**config.mk**
```make
export PLATFORM = sky130hd
export DESIGN_NAME = exe_stage_mc
export DESIGN_NICKNAME = d
export VERILOG_FILES = /design/src/rtl/exe_stage_mc.sv
export SDC_FILE = /design/constraint.sdc
export NUM_CORES = 2
export LEC_CHECK = 0
export ABC_AREA = 1
export BUFFER_PORTS_ARGS = -buffer_cell sky130_fd_sc_hd__buf_2
export CORE_UTILIZATION = 67
export DETAILED_ROUTE_END_ITERATION = 6
export GPL_TIMING_DRIVEN = 0
export PLACE_DENSITY = 0.94
export SYNTH_ARGS = -nofsm -noshare
export SYNTH_HDL_FRONTEND = slang
export SYNTH_SLANG_ARGS = --single-unit
```
**constraint.sdc**
```tcl
create_clock -name clk -period 12.9 [get_ports clk]
set_input_delay 2.58 -clock clk [delete_from_list [all_inputs] [get_ports clk]]
set_output_delay 2.58 -clock clk [all_outputs]
set_load 0.1 [all_outputs]
```
**src/rtl/exe_stage_mc.sv**
```systemverilog
// Purpose : ARM execute stage (operand-2 shifter, ALU, branch target) with a multi-cycle MUL, registered into EXE/MEM.
// Latency : 1 cycle for ALU ops, MUL_CYCLES cycles for MUL; every frozen cycle adds one.
// Backpressure: in_ready drops while a MUL is in flight, under freeze, flush or reset; freeze holds all state.
//
// Ports:
//   clk, rst                      clock, synchronous active-high reset
//   in_valid / in_ready           ID/EXE handshake (accept = in_valid & in_ready)
//   flush, freeze                 discard in-flight work / hold everything (MEM stall)
//   wb_en_in, mem_r_en_in, mem_w_en_in, s_in, imm, exe_cmd, sr, dest_in,
//   shift_operand, imm_signed_24, pc_in, val_rn, val_rm     decoded instruction fields
//   out_valid, wb_en, mem_r_en, mem_w_en, status_wr, status, dest,
//   alu_result, br_addr, val_rm_out                         registered EXE/MEM outputs
module exe_stage_mc #(
  parameter int DATA_W     = 32,
  parameter int IMM_W      = 24,
  parameter int MUL_CYCLES = 4
) (
  input  logic              clk,
  input  logic              rst,
  input  logic              in_valid,
  output logic              in_ready,
  input  logic              flush,
  input  logic              freeze,
  input  logic              wb_en_in,
  input  logic              mem_r_en_in,
  input  logic              mem_w_en_in,
  input  logic              s_in,
  input  logic              imm,
  input  logic [3:0]        exe_cmd,
  input  logic [3:0]        sr,
  input  logic [3:0]        dest_in,
  input  logic [11:0]       shift_operand,
  input  logic [IMM_W-1:0]  imm_signed_24,
  input  logic [DATA_W-1:0] pc_in,
  input  logic [DATA_W-1:0] val_rn,
  input  logic [DATA_W-1:0] val_rm,
  output logic              out_valid,
  output logic              wb_en,
  output logic              mem_r_en,
  output logic              mem_w_en,
  output logic              status_wr,
  output logic [3:0]        status,
  output logic [3:0]        dest,
  output logic [DATA_W-1:0] alu_result,
  output logic [DATA_W-1:0] br_addr,
  output logic [DATA_W-1:0] val_rm_out
);

  localparam int CNT_W = $clog2(MUL_CYCLES + 1);

  localparam logic [0:0] S_IDLE     = 1'b0;
  localparam logic [0:0] S_MUL_BUSY = 1'b1;

  localparam logic [3:0] OP_MOV = 4'b0001;
  localparam logic [3:0] OP_ADD = 4'b0010;
  localparam logic [3:0] OP_ADC = 4'b0011;
  localparam logic [3:0] OP_SUB = 4'b0100;
  localparam logic [3:0] OP_SBC = 4'b0101;
  localparam logic [3:0] OP_AND = 4'b0110;
  localparam logic [3:0] OP_ORR = 4'b0111;
  localparam logic [3:0] OP_EOR = 4'b1000;
  localparam logic [3:0] OP_MVN = 4'b1001;
  localparam logic [3:0] OP_MUL = 4'b1010;

  // Rotate right; a zero amount must bypass the left shift (shift by DATA_W).
  function automatic logic [DATA_W-1:0] ror(input logic [DATA_W-1:0] x, input int unsigned r);
    logic [DATA_W-1:0] y;
    if (r == 0) y = x;
    else        y = (x >> r) | (x << (DATA_W - r));
    return y;
  endfunction

  // Returns {N,Z,C,V, result}. Undefined opcodes pass sr through with a zero result.
  function automatic logic [DATA_W+3:0] alu(input logic [3:0] cmd, input logic [DATA_W-1:0] a,
                                            input logic [DATA_W-1:0] b, input logic [3:0] f);
    logic [DATA_W:0]   sum;
    logic [DATA_W-1:0] bo;
    logic [DATA_W-1:0] r;
    logic              cin, c, v, arith, known;
    sum   = '0;
    bo    = b;
    r     = '0;
    cin   = 1'b0;
    c     = f[1];
    v     = f[0];
    arith = 1'b0;
    known = 1'b1;
    case (cmd)
      OP_MOV: r = b;
      OP_MVN: r = ~b;
      OP_AND: r = a & b;
      OP_ORR: r = a | b;
      OP_EOR: r = a ^ b;
      OP_ADD: arith = 1'b1;
      OP_ADC: begin arith = 1'b1; cin = f[1]; end
      // Subtraction as a + ~b + cin, so carry out means "no borrow".
      OP_SUB: begin arith = 1'b1; bo = ~b; cin = 1'b1; end
      OP_SBC: begin arith = 1'b1; bo = ~b; cin = f[1]; end
      default: known = 1'b0;
    endcase
    if (arith) begin
      sum = {1'b0, a} + {1'b0, bo} + {{DATA_W{1'b0}}, cin};
      r   = sum[DATA_W-1:0];
      c   = sum[DATA_W];
      v   = (a[DATA_W-1] == bo[DATA_W-1]) && (r[DATA_W-1] != a[DATA_W-1]);
    end
    if (known) return {r[DATA_W-1], (r == '0), c, v, r};
    else       return {f, {DATA_W{1'b0}}};
  endfunction

  logic [0:0]        state_q;
  logic [CNT_W-1:0]  cnt_q;
  logic              out_valid_q, wb_q, mr_q, mw_q, sw_q;
  logic [3:0]        status_q, dest_q;
  logic [DATA_W-1:0] res_q, br_q, rm_out_q;

  // Multiply operands and the controls of the instruction in flight.
  logic              m_wb_q, m_mr_q, m_mw_q, m_sw_q;
  logic [3:0]        m_dest_q, m_sr_q;
  logic [DATA_W-1:0] m_rn_q, m_rm_q, m_br_q;

  logic [DATA_W-1:0] val2, br_calc, mul_res;
  logic [DATA_W+3:0] alu_out;
  logic [3:0]        mul_flags;
  logic              accept;
  int unsigned       rot_amt;
  int unsigned       sh_amt;

  // Operand 2: memory offset, rotated 8-bit immediate, or shifted register.
  always_comb begin
    val2    = '0;
    rot_amt = (32'(shift_operand[11:8]) * 32'd2) % DATA_W;
    sh_amt  = 32'(shift_operand[11:7]);
    if (mem_r_en_in || mem_w_en_in) begin
      val2 = DATA_W'(shift_operand);
    end else if (imm) begin
      val2 = ror(DATA_W'(shift_operand[7:0]), rot_amt);
    end else begin
      case (shift_operand[6:5])
        2'b00:   val2 = val_rm << sh_amt;
        2'b01:   val2 = val_rm >> sh_amt;
        2'b10:   val2 = DATA_W'($signed(val_rm) >>> sh_amt);
        default: val2 = ror(val_rm, sh_amt % DATA_W);
      endcase
    end
  end

  assign alu_out   = alu(exe_cmd, val_rn, val2, sr);
  assign br_calc   = pc_in + DATA_W'($signed({imm_signed_24, 2'b00}));
  assign mul_res   = m_rn_q * m_rm_q;
  assign mul_flags = {mul_res[DATA_W-1], (mul_res == '0), m_sr_q[1:0]};

  // Depends only on state and the stall/kill inputs, never on in_valid.
  assign in_ready = (state_q == S_IDLE) && !freeze && !flush && !rst;
  assign accept   = in_valid && in_ready;

  always_ff @(posedge clk) begin
    if (rst) begin
      state_q     <= S_IDLE;
      cnt_q       <= '0;
      out_valid_q <= 1'b0;
      wb_q        <= 1'b0;
      mr_q        <= 1'b0;
      mw_q        <= 1'b0;
      sw_q        <= 1'b0;
      status_q    <= '0;
      dest_q      <= '0;
      res_q       <= '0;
      br_q        <= '0;
      rm_out_q    <= '0;
      m_wb_q      <= 1'b0;
      m_mr_q      <= 1'b0;
      m_mw_q      <= 1'b0;
      m_sw_q      <= 1'b0;
      m_dest_q    <= '0;
      m_sr_q      <= '0;
      m_rn_q      <= '0;
      m_rm_q      <= '0;
      m_br_q      <= '0;
    end else if (flush) begin
      out_valid_q <= 1'b0;
      state_q     <= S_IDLE;
      cnt_q       <= '0;
    end else if (freeze) begin
      // Hold everything.
    end else if (state_q == S_MUL_BUSY) begin
      if (cnt_q == CNT_W'(1)) begin
        out_valid_q <= 1'b1;
        res_q       <= mul_res;
        status_q    <= mul_flags;
        wb_q        <= m_wb_q;
        mr_q        <= m_mr_q;
        mw_q        <= m_mw_q;
        sw_q        <= m_sw_q;
        dest_q      <= m_dest_q;
        br_q        <= m_br_q;
        rm_out_q    <= m_rm_q;
        state_q     <= S_IDLE;
        cnt_q       <= '0;
      end else begin
        out_valid_q <= 1'b0;
        cnt_q       <= cnt_q - CNT_W'(1);
      end
    end else if (accept) begin
      if (exe_cmd == OP_MUL) begin
        out_valid_q <= 1'b0;
        m_wb_q      <= wb_en_in;
        m_mr_q      <= mem_r_en_in;
        m_mw_q      <= mem_w_en_in;
        m_sw_q      <= s_in;
        m_dest_q    <= dest_in;
        m_sr_q      <= sr;
        m_rn_q      <= val_rn;
        m_rm_q      <= val_rm;
        m_br_q      <= br_calc;
        cnt_q       <= CNT_W'(MUL_CYCLES - 1);
        state_q     <= S_MUL_BUSY;
      end else begin
        out_valid_q <= 1'b1;
        res_q       <= alu_out[DATA_W-1:0];
        status_q    <= alu_out[DATA_W+3:DATA_W];
        wb_q        <= wb_en_in;
        mr_q        <= mem_r_en_in;
        mw_q        <= mem_w_en_in;
        sw_q        <= s_in;
        dest_q      <= dest_in;
        br_q        <= br_calc;
        rm_out_q    <= val_rm;
      end
    end else begin
      out_valid_q <= 1'b0;
    end
  end

  assign out_valid  = out_valid_q;
  assign wb_en      = wb_q & out_valid_q;
  assign mem_r_en   = mr_q & out_valid_q;
  assign mem_w_en   = mw_q & out_valid_q;
  assign status_wr  = sw_q & out_valid_q;
  assign status     = status_q;
  assign dest       = dest_q;
  assign alu_result = res_q;
  assign br_addr    = br_q;
  assign val_rm_out = rm_out_q;

endmodule
```
==> results.cfg <==
[setup_path]
cp.depth = 29
worstReg2RegEnd = status[2]
critPathLaunchType = flip-flop
cp_max_fo = 10
r2r_start = m_rn_q[7]
cp-end-kind = flip-flop
worstSetupEndpoint = status[2]
path_buf_inv = 6
crit_type = reg -> reg
required_ns = 13.33
worstRegToRegCells = 29
slowest_stage = clkbuf_1
crit_arrival_ns = 9.74
cp_common_cell = fa_1
crit_start = m_rn_q[7]
slowest_delay_ns = 1.07
cp_top_family = adder cells
r2r_slack_ns = 3.58

[sta]
relSlewSlack_pct = 7.564
setup_viol = 0
worst_slack_ns = 3.585
worst_pin_slew_ns = 1.387
rsz0062_at_grt = no
max_freq_mhz = 107.3
drv_slew = 0
finalCritPeriodShare_pct = 72.21
skew_ns = 0.01891
setup_tns_ns = 0
period_minus_slack_ns = 9.315
hold_violations = 0

[min_path]
min_path_cells = 2
hold_path.class = reg -> reg

[clocking]
cts_max_path_buffers = 3
path_clk_slew_ns = 0.07
post_cts_resized = 0
clkLatencyLatePin_ns = 0.53
cts_setup_buffers = 0
cts_sinks = 219
htreeDepth = 1
cts_buffers = 21
cts_tree = done
cts-root-buf = clkbuf_16
cts_hold_buf = 0

[die]
initial_core_util_pct = 67.93
core.rowCount = 86
die_w_um = 238.3
die_h_um = 238.3
die_area_sq_um = 56810
coreArea_sq_um = 55090
ios = 264

[placement]
portBuffers = 259
gp_congestion = 1.198
dp.final_hpwl_um = 140000
placed_cells = 6688
place_ws_ns = 3.782

[global_route]
grt_max_degree = 16
grt.total_usage_pct = 62.57
gr-total-overflow = 0
grt_pass1_wl_um = 264800
antenna_found_initial = 20
grt_pass1_vias = 44210

[finish]
fin_util_pct = 73.40
seq_area_sq_um = 4384
layout-drive-gt1-share_pct = 7.515
multi_input_area_sq_um = 28420
stdcell_count = 6743
final_nets = 6782
areaGrowthSynthToFinish_pct = 8.054
fillCellCount = 4316

[logic_synthesis]
synthFlopType = dfxtp_1
yosysTopAreaCellShare_pct = 21.98
synth-seq-area-share_pct = 11.71
yosysWarnings = 0
synth_most_common_cell = nand2_1
synth_area_per_cell_sq_um = 6.588
synth.cell_area_sq_um = 37430
syn-num-nets = 6499
async_flop_share_pct = 0
synth_common_cells = nand2_1 (1641), inv_1 (818), nand3_1 (529)
syn_inst = 5681
synth_seq_cells = 219
synthTopCellsByArea = fa_1 (22%), nand2_1 (16%), dfxtp_1 (12%), ha_1 (8.5%), inv_1 (8.2%)
synth_top_cell_by_area = fa_1
synth_edf_count = 0
synth_cell_types = 56

[run_status]
outcome = finished, violations left
violations = design-rule violations

[drt]
routed_wl_um = 177600
drt-pass1-iter-count = 7
antenna_left = 0
drcViolationCount = 212
via_count = 45410
drtIter0Drc = 8062
avgRoutedWirePerCell_um = 26.34
vias_per_cell = 6.735

[power]
pwr-share-clk_pct = 28.9
netSwitchingFraction_pct = 42.66
seqPwrFrac_pct = 30.3
leakage_nw = 19.64
pwr-share-comb_pct = 40.7
switching_power_mw = 0.9633
ir_drop_mv = 0.06351
p_int_mw = 1.295
p_per_area_nw_per_um2 = 55.83

[flow_run]
max_cap_viol_count = 0
[tightest hold or removal path, cell delays in order, from the launching register on]
cell and delay, ns:
dfxtp_1 0.31, nand2_1 0.06, a21oi_1 0.05
[layer usage]
layer  global-route usage [%]  up-vias  wire, um
met5                    3.810        -       124
met4                    51.81       12     20010
met3                    39.80     1651     34290
met2                    85.13     4765     68070
met1                    67.40    20430     55150
li1                         -    18560         -
[cell type report]
class | instances | share of cell area, %
Multi-Input combinational cell | 4290 | 70.29
Buffer | 337 | 3.669
Clock inverter | 7 | 0.2568
Timing Repair Buffer | 260 | 3.273
Clock buffer | 27 | 1.479
Sequential cell | 219 | 10.84
Tap cell | 748 | 2.314
Inverter | 835 | 7.753
Antenna cell | 20 | 0.1238
[power by group through the flow]
stage	Clock, mW	Sequential, mW	Combinational, mW
CTS	0.636	0.685	0.842
global route	0.664	0.685	0.957
detailed placement	0	0.700	0.837
finish	0.654	0.685	0.919
floorplan	0	0.724	0.524
global placement	0	0.700	0.832
[state kept, by name, indices dropped and copies added (netlist names), 2 cells and up]
| signal | count |
|---|---|
| m_rm_q | 32 |
| val_rm_out | 32 |
| cnt_q | 3 |
| m_sr_q | 2 |
| m_rn_q | 32 |
| status | 4 |
| br_addr | 32 |
| alu_result | 32 |
| m_br_q | 32 |
| m_dest_q | 4 |
| dest | 4 |
[metrics by stage]
stage	hold WS [ns]	instance area [sq um]	total power, mW
2_1_floorplan	0.4473	37430	1.247
3_3_place_gp	0.4519	39660	1.532
3_5_place_dp	0.4574	39660	1.537
4_1_cts	0.4673	40360	2.163
5_1_grt	0.4858	40400	2.305
6_report	0.4685	40440	2.258
[placed cells by master, fill, tap and decap left out, types with 27 or more instances in the layout]
| cell | n |
|---|---|
| nand2_1 | 1641 |
| inv_1 | 818 |
| nand3_1 | 529 |
| fa_1 | 411 |
| a21oi_1 | 385 |
| o21ai_0 | 311 |
| buf_2 | 306 |
| ha_1 | 253 |
| nor2_1 | 250 |
| clkbuf_1 | 223 |
| dfxtp_1 | 219 |
| xor2_1 | 92 |
| a31oi_1 | 71 |
| xnor2_1 | 54 |
| o211ai_1 | 43 |
| buf_1 | 39 |
| a211oi_1 | 31 |
| nand4_1 | 29 |
| nand2_2 | 27 |
[worst min-delay path by stage]
stage                  endpoint  slack, ns         from
floorplan              cnt_q[0]       0.45     cnt_q[0]
global route        br_addr[23]       0.49  br_addr[23]
finish              br_addr[23]       0.47  br_addr[23]
CTS                 br_addr[23]       0.47  br_addr[23]
global placement    br_addr[17]       0.45  br_addr[17]
detailed placement  br_addr[23]       0.46  br_addr[23]
[logic make-up (layout without fill, tap and decap cells)]
family / Yosys count / count (layout) / synth area share, %
fa+ha+maj: 664 / 664 / 30.44
xor+xnor: 148 / 148 / 3.504
compound gates: 935 / 935 / 13.80
flops: 219 / 219 / 11.71
buf+inv: 1172 / 1466 / 12.34
other cells: 0 / 20 / 0
simple gates: 2543 / 2543 / 28.20
Power figures use the tool's default switching activity.
